==> src/rtl/sipo_framer_pkg.sv <==
// sipo_framer_pkg: shared state encoding and widths for the SIPO word framer.
// Revision 1.0
`default_nettype none

package sipo_framer_pkg;

   typedef enum logic {
      ST_HUNT   = 1'b0,
      ST_LOCKED = 1'b1
   } state_e;

   localparam int DROP_CNT_W = 8;

endpackage

`default_nettype wire

==> src/rtl/sipo_framer_outreg.sv <==
// sipo_framer_outreg: one-entry valid/ready output register with sticky overflow.
// Optional SIPO_FRAMER_DROP_CNT_EN adds a saturating dropped-word counter. Revision 1.0
`default_nettype none

module sipo_framer_outreg
   import sipo_framer_pkg::*;
#(
   parameter int WIDTH = 8
) (
   input  logic                  clk,
   input  logic                  rst_n,
   input  logic                  load,
   input  logic [WIDTH-1:0]      word,
   input  logic                  m_ready,
   input  logic                  clr_ovf,
   output logic [WIDTH-1:0]      m_data,
   output logic                  m_valid,
`ifdef SIPO_FRAMER_DROP_CNT_EN
   output logic [DROP_CNT_W-1:0] drop_cnt,
`endif
   output logic                  overflow
);

   logic [WIDTH-1:0] m_data_d, m_data_q;
   logic             m_valid_d, m_valid_q;
   logic             overflow_d, overflow_q;
   logic             accept;
   logic             drop;

   always_comb begin
      // A slot frees up in the same cycle it is consumed, so back-to-back loads never bubble.
      accept     = load && (!m_valid_q || m_ready);
      drop       = load && !accept;
      m_data_d   = m_data_q;
      m_valid_d  = m_valid_q;
      overflow_d = overflow_q;
      if (accept) begin
         m_data_d  = word;
         m_valid_d = 1'b1;
      end else if (m_valid_q && m_ready) begin
         m_valid_d = 1'b0;
      end
      if (drop) begin
         overflow_d = 1'b1;
      end else if (clr_ovf) begin
         overflow_d = 1'b0;
      end
   end

   always_ff @(posedge clk or negedge rst_n) begin
      if (!rst_n) begin
         m_data_q   <= '0;
         m_valid_q  <= 1'b0;
         overflow_q <= 1'b0;
      end else begin
         m_data_q   <= m_data_d;
         m_valid_q  <= m_valid_d;
         overflow_q <= overflow_d;
      end
   end

   assign m_data   = m_data_q;
   assign m_valid  = m_valid_q;
   assign overflow = overflow_q;

`ifdef SIPO_FRAMER_DROP_CNT_EN
   logic [DROP_CNT_W-1:0] drop_cnt_d, drop_cnt_q;

   always_comb begin
      drop_cnt_d = drop_cnt_q;
      if (clr_ovf) begin
         drop_cnt_d = drop ? DROP_CNT_W'(1) : '0;
      end else if (drop && (drop_cnt_q != '1)) begin
         drop_cnt_d = drop_cnt_q + DROP_CNT_W'(1);
      end
   end

   always_ff @(posedge clk or negedge rst_n) begin
      if (!rst_n) begin
         drop_cnt_q <= '0;
      end else begin
         drop_cnt_q <= drop_cnt_d;
      end
   end

   assign drop_cnt = drop_cnt_q;
`endif

endmodule

`default_nettype wire

==> src/rtl/sipo_word_framer.sv <==
// sipo_word_framer: hunts for SYNC_WORD in a shift register stream, then frames WIDTH-bit words.
// Optional SIPO_FRAMER_DROP_CNT_EN exposes drop_cnt. Revision 1.0
`default_nettype none

module sipo_word_framer
   import sipo_framer_pkg::*;
#(
   parameter int               WIDTH     = 8,
   parameter logic [WIDTH-1:0] SYNC_WORD = 8'hA5
) (
   input  logic                  clk,
   input  logic                  rst_n,
   input  logic                  en,
   input  logic [WIDTH-1:0]      q,
   input  logic                  resync,
   input  logic                  clr_ovf,
   output logic [WIDTH-1:0]      m_data,
   output logic                  m_valid,
   input  logic                  m_ready,
   output logic                  locked,
`ifdef SIPO_FRAMER_DROP_CNT_EN
   output logic [DROP_CNT_W-1:0] drop_cnt,
`endif
   output logic                  overflow
);

   localparam int               CNT_W    = $clog2(WIDTH);
   localparam logic [CNT_W-1:0] CNT_LAST = CNT_W'(WIDTH - 1);

   state_e           state_d, state_q;
   logic [CNT_W-1:0] bit_cnt_d, bit_cnt_q;
   logic             en_d_q;
   logic             load;

   // en_d_q marks the cycle in which q already carries the newly shifted bit.
   always_comb begin
      state_d   = state_q;
      bit_cnt_d = bit_cnt_q;
      load      = 1'b0;
      if (resync) begin
         state_d   = ST_HUNT;
         bit_cnt_d = '0;
      end else if (en_d_q) begin
         case (state_q)
            ST_HUNT: begin
               if (q == SYNC_WORD) begin
                  state_d   = ST_LOCKED;
                  bit_cnt_d = '0;
               end
            end
            ST_LOCKED: begin
               if (bit_cnt_q == CNT_LAST) begin
                  load      = 1'b1;
                  bit_cnt_d = '0;
               end else begin
                  bit_cnt_d = bit_cnt_q + CNT_W'(1);
               end
            end
            default: state_d = ST_HUNT;
         endcase
      end
   end

   always_ff @(posedge clk or negedge rst_n) begin
      if (!rst_n) begin
         state_q   <= ST_HUNT;
         bit_cnt_q <= '0;
         en_d_q    <= 1'b0;
      end else begin
         state_q   <= state_d;
         bit_cnt_q <= bit_cnt_d;
         en_d_q    <= en;
      end
   end

   assign locked = (state_q == ST_LOCKED);

   sipo_framer_outreg #(
      .WIDTH (WIDTH)
   ) u_outreg (
      .clk      (clk),
      .rst_n    (rst_n),
      .load     (load),
      .word     (q),
      .m_ready  (m_ready),
      .clr_ovf  (clr_ovf),
      .m_data   (m_data),
      .m_valid  (m_valid),
`ifdef SIPO_FRAMER_DROP_CNT_EN
      .drop_cnt (drop_cnt),
`endif
      .overflow (overflow)
   );

endmodule

`default_nettype wire

==> config.mk <==
export PLATFORM = sky130hd
export DESIGN_NAME = sipo_word_framer
export DESIGN_NICKNAME = d
export VERILOG_FILES = /design/src/rtl/sipo_framer_pkg.sv /design/src/rtl/sipo_framer_outreg.sv /design/src/rtl/sipo_word_framer.sv
export SDC_FILE = /design/constraint.sdc
export NUM_CORES = 1
export LEC_CHECK = 0
export ABC_AREA = 1
export BUFFER_PORTS_ARGS = -buffer_cell sky130_fd_sc_hd__buf_2
export CAP_MARGIN = 20
export CORE_MARGIN = 5
export CORE_UTILIZATION = 25
export CTS_CLUSTER_DIAMETER = 40
export CTS_CLUSTER_SIZE = 25
export DETAILED_ROUTE_END_ITERATION = 16
export PLACE_DENSITY = 0.45
export SETUP_SLACK_MARGIN = 0.05
export SLEW_MARGIN = 0
export SYNTH_ARGS = -nofsm -noshare
export SYNTH_HDL_FRONTEND = slang
export SYNTH_SLANG_ARGS = --single-unit
==> constraint.sdc <==
create_clock -name clk -period 1.5 [get_ports clk]
set_input_delay 0.225 -clock clk [delete_from_list [all_inputs] [get_ports clk]]
set_output_delay 0.225 -clock clk [all_outputs]
set_load 0.02 [all_outputs]
==> impl_metrics.ini, run 1 <==
[run_status]
status = completed

[clock_tree]
cts_sinks = 15
clock_path_buffers = 2
clock_latency_ns = 0.28
cts_buffers = 3
clockRootBuffer = clkbuf_4
cts_tree = built
clk_pin_slew_ns = 0.09
htreeDepth = 1

[floorplanning]
placementRows = 19
fp.dieArea_sq_mm = 0.00410
initial_utilization_pct = 26.2
die_y_um = 64.0
coreArea_sq_mm = 0.00278
die_x_um = 64.0
pin_count = 25

[global_route]
overflow = 0
grt_max_degree = 16
grtUsageMet2_pct = 12.3
met3_usage_pct = 4.03
use_met1_pct = 9.87
grt_pass1_wl_um = 2620
grt_pass1_vias = 571
grt_antenna_before_repair = 0
grt-busiest-layer = met2
grt_usage_pct = 8.03

[critical_path]
endpoint_kind = flop
cp.arrival_ns = 1.59
path_max_fanout = 7
r2r_slack_ns = 0.09
crit_type = reg -> reg
startpoint_type = flop
cp.required_ns = 1.68

[final_layout]
final_core_util_pct = 35.3
final_cell_mix = 24 x nand2_1, 24 x buf_2, 15 x dfrtp_1
drive_gt1_share_pct = 38.3
n_antenna_cell = 0
fin_area_sq_um = 981
fin_nets = 132
syn_to_final_growth_pct = 34.5

[routing]
wl_per_cell_um = 11.8
viasPerCell = 4.41
routed_wl_um = 1720
ant_nets = 0
drt_iter0_markers = 16
drc = 0
firstDrtPassIters = 4
vias = 644

[place]
place_congestion = 0.803
placed_area_sq_um = 877
io_buffers = 24
dp_hpwl_um = 1230

[timing]
worst_pin_slew_ns = 0.350
fin_crit_ns = 1.41
slew_headroom_pct = 76.7
fmax_ghz = 0.710
rsz0062_at_grt = yes
drv_slew = 0
finalHoldViolCount = 0
fin_crit_sh_pct = 93.9
tns_ns = 0
skew_ns = 0.00379
setup_viol = 0

[run]
drv_cap = 0

[synth]
syn_area_sq_um = 729
synth_nets = 100
synth-seq-cells = 15
ys_seq_area_share_pct = 51.5
synthCells = 84
avgSynthCellArea_sq_um = 8.68
ys_types = 16
ys_warn_count = 0

[worst_hold_path]
hold_class = in -> reg

[power]
p_per_area_mw_per_mm2 = 701
leakage_nw = 0.539
irDropWorstVdd_mv = 0.663
routing by layer:
layer | routed length [um] | part of all wire (%)
met3 | 151 | 8.8
met2 | 785 | 46
met5 | 0 | 0
met1 | 775 | 45
met4 | 9 | 0.52
sequential cells by signal, summed over array words and instances (netlist names):
signal,count
bit_cnt_q,3
en_d_q,1
locked,1
u_outreg.m_data,8
u_outreg.m_valid,1
u_outreg.overflow,1
cell families (layout without fill, tap and decap cells):
logic type / after synthesis / in the layout / synth area share, %
and+or+nand+nor: 48 / 49 / 30.5
DFF: 15 / 15 / 51.5
buffers and inverters: 12 / 42 / 7.20
AOI/OAI and AO/OA: 7 / 7 / 7.37
adders and majority gates: 2 / 2 / 3.43
stage by stage:
step                      instances  power (mW)  setup slack, ns  hold slack, ns
after floorplan                  84       0.432            0.220         -0.0706
after global placement          138       0.463            0.204           0.151
after detailed placement        138       0.463            0.166           0.150
after CTS                       143       0.703            0.146          0.0319
after global routing            146       0.727           0.0308          0.0257
final                           146       0.688           0.0910          0.0437
final timing paths:
kind / startpoint / to / cells past startpoint
worst min register to register: u_outreg.m_data[0] / u_outreg.m_data[0] / 2
worst max-delay path: bit_cnt_q[0] / u_outreg.m_data[1] / 7
worst min-delay path: en / en_d_q / 1
worst max register to register: bit_cnt_q[0] / u_outreg.m_data[1] / 7
max in group asynchronous: rst_n / en_d_q / 2
min in group asynchronous: rst_n / u_outreg.m_data[5] / 2
cell usage after synthesis:
cell	n	area [sq um]
a21oi_1	1	5.00
buf_6	1	11.3
dfrtp_1	15	375
ha_1	2	25.0
inv_1	10	37.5
inv_2	1	3.75
nand2_1	25	93.8
nand2_2	2	12.5
nand2_4	1	11.3
nand3_1	6	30.0
nand4_1	5	31.3
nor2_1	7	26.3
nor2_4	1	11.3
o21ai_0	1	5.00
o21ai_2	5	43.8
or2_2	1	6.26
critical path: stages (launching register included):
cell     delay [ns]
dfrtp_1        0.41
ha_4           0.16
ha_4           0.14
nand2_4        0.05
nor2_4         0.25
nand2_4        0.14
nand2_2        0.10
o21ai_2        0.05
power breakdown:
| group | internal, mW | switching [mW] | total, mW |
|---|---|---|---|
| registers | 0.405 | 0.00243 | 0.408 |
| logic | 0.0197 | 0.0294 | 0.0491 |
| clock network | 0.103 | 0.128 | 0.231 |
| total | 0.528 | 0.159 | 0.688 |
cell type report:
class,count,area (sq um)
fill,300,1800
sequential,15,375
multi-input combinational,58,354
timing repair buffer,27,145
inverter,11,41.3
tap,31,38.8
clock buffer,4,26.3
what timing repair did:
item                       4_1_cts  5_1_grt
hold endpoints to repair        15        0
hold buffers                     1        0
gates resized for setup          0        7
buffers inserted                 0        2
setup endpoints to repair        0        4
Note: power is estimated with default switching activity, not from simulation.
==> inputs of run 2 (changes only) <==
--- a/config.mk
+++ b/config.mk
@@ -5,11 +5,11 @@
 export SDC_FILE = /design/constraint.sdc
 export NUM_CORES = 1
 export LEC_CHECK = 0
-export ABC_AREA = 1
 export BUFFER_PORTS_ARGS = -buffer_cell sky130_fd_sc_hd__buf_2
 export CAP_MARGIN = 20
 export CORE_MARGIN = 5
 export CORE_UTILIZATION = 25
+export CTS_BUF_LIST = sky130_fd_sc_hd__clkbuf_8
 export CTS_CLUSTER_DIAMETER = 40
 export CTS_CLUSTER_SIZE = 25
 export DETAILED_ROUTE_END_ITERATION = 16
==> run 2 against run 1 <==
Compared with the run above:
- the flow now finishes with violations (setup timing)
- utilization up 1.5 points
- synthesized area shrank 2.6%
- final cell count is 19% lower
- clock skew fell by 0.0031 ns
- first-iteration DRC count is 63% lower
- die area shrank 2.2%
- via count down 17%
- power increased by 11%
- global-route usage is 0.94 points higher
- largest cell class unchanged
==> impl_metrics.ini, run 2 <==
[global_route]
grt_pass1_vias = 599
grt-busiest-layer = met2
use_met1_pct = 11.8
grt_pass1_wl_um = 2820
overflow = 0
grt_usage_pct = 8.97
grt_max_degree = 16
grtUsageMet2_pct = 13.2
met3_usage_pct = 2.13
grt_antenna_before_repair = 0

[timing]
skew_ns = 0.000668
fmax_ghz = 0.658
whs_ns = 0.0846
slew_headroom_pct = 76.8
rsz0062_at_grt = yes
fin_ws_ns = -0.0194
drv_slew = 0
fin_crit_sh_pct = 101
worst_pin_slew_ns = 0.349
finalHoldViolCount = 0
fin_crit_ns = 1.52
setup_viol = 8

[floorplanning]
die_y_um = 63.3
coreArea_sq_mm = 0.00273
pin_count = 25
placementRows = 19
die_x_um = 63.3
fp.dieArea_sq_mm = 0.00401
initial_utilization_pct = 26.0

[place]
place_inst = 110
dp_hpwl_um = 1170
io_buffers = 24
place_congestion = 0.738
placed_area_sq_um = 923

[worst_hold_path]
hold_class = in -> reg
holdPathStages = 1

[final_layout]
drive_gt1_share_pct = 59.8
final_cell_mix = 24 x buf_2, 15 x dfrtp_1, 8 x mux2_4
n_antenna_cell = 0
fin_nets = 104
syn_to_final_growth_pct = 41.5
fin_cells = 118
final_core_util_pct = 36.8
final_common_cell = buf_2
fillers = 259
largest_reg_flops = 8
fin_area_sq_mm = 0.00101

[clock_tree]
cts_buffers = 3
clockRootBuffer = clkbuf_8
cts_tree = built
htreeDepth = 1
cts_sinks = 15
clock_path_buffers = 2
clock_latency_ns = 0.24
clk_pin_slew_ns = 0.06

[synth]
synth_nets = 67
synth_area_leaders = dfrtp_1 53%, mux2_4 17%, ha_1 3.5%
yosysMostFrequentCell = dfrtp_1
synthCells = 51
avgSynthCellArea_sq_um = 13.9
ys_seq_area_share_pct = 52.8
yosys_most_used_dff = dfrtp_1
syn_area_sq_um = 711
synth_top_area_cell = dfrtp_1
synth_top_cell_area_share_pct = 52.8
synth_common_cells = 15 x dfrtp_1, 8 x mux2_4, 4 x o22ai_1, 3 x a21oi_1, 3 x nand2_1
async_flop_share_pct = 100
synth-edff-count = 0
ys_warn_count = 0
synth-seq-cells = 15
ys_types = 18

[run]
drv_cap = 0

[critical_path]
reg2reg_depth = 6
endpoint_kind = flop
cp.required_ns = 1.63
cp.arrival_ns = 1.65
startpoint_type = flop
crit_type = reg -> reg
path_max_fanout = 8

[power]
irDropWorstVdd_mv = 0.386
total_power_mw = 0.764
p_per_area_mw_per_mm2 = 759
leakage_nw = 0.563

[routing]
vias = 537
routed_wl_um = 1530
viasPerCell = 4.55
wl_per_cell_um = 12.9
ant_nets = 0
firstDrtPassIters = 4
drc = 0
drt_iter0_markers = 6

[run_status]
violations = setup timing
status = finished with violations
-- run 2: critical path, cell delays in order, from the launching register on --
cell and delay (ns):
dfrtp_1 0.36, ha_2 0.19, ha_4 0.14, nand4b_4 0.12
nor2b_4 0.15, buf_12 0.14, mux2_4 0.30
-- run 2: kinds of logic after synthesis --
family | share of synthesized area, %
flops | 52.8
compound gates | 7.04
buf+inv | 2.64
simple gates | 17.1
mux | 16.9
fa+ha+maj | 3.52
-- run 2: where the power goes --
group          internal, mW  switching, mW  leakage [nW]
Clock                 0.181          0.132        0.0269
Combinational        0.0210         0.0211         0.329
Sequential            0.406        0.00264         0.207
-- run 2: final timing paths --
| check | startpoint | endpoint | slack [ns] |
|---|---|---|---|
| setup / recovery | bit_cnt_q[1] | u_outreg.m_data[6] | -0.02 |
| hold / removal | en | en_d_q | 0.08 |
| setup reg to reg | bit_cnt_q[1] | u_outreg.m_data[6] | -0.02 |
| hold reg to reg | u_outreg.m_data[1] | u_outreg.m_data[1] | 0.51 |
| max in group asynchronous | rst_n | bit_cnt_q[1] | 0.83 |
| min in group asynchronous | rst_n | u_outreg.m_data[7] | 0.42 |
-- run 2: timing repair --
item	CTS	global route
endpoints found under the setup margin	8	8
hold buffers	1	0
pin swaps	1	1
endpoints found under the hold margin	15	0
setup buffers	1	2
resized for setup	1	0
-- run 2: layout make-up --
type / instances / area, sq um / share of cell area (%)
Timing Repair Buffer: 33 / 203 / 20.1
Clock buffer: 3 / 41.3 / 4.10
Inverter: 2 / 7.51 / 0.746
Clock inverter: 1 / 3.75 / 0.373
Sequential cell: 15 / 375 / 37.3
Tap cell: 31 / 38.8 / 3.86
Multi-Input combinational cell: 33 / 337 / 33.5
-- run 2: per-layer routing --
layer	wire length, um	up-vias	part of all wire (%)
li1	-	257	-
met1	749	257	49
met2	669	19	44
met3	79	4	5.2
met4	26	0	1.7
met5	0	-	0
-- run 2: metrics by stage --
step           setup TNS (ns)  worst slack (ns)
6_report               -0.133           -0.0194
4_1_cts                -0.248           -0.0353
3_3_place_gp           -0.313           -0.0447
3_5_place_dp           -0.446           -0.0638
2_1_floorplan               0            0.0213
5_1_grt                -0.616           -0.0848
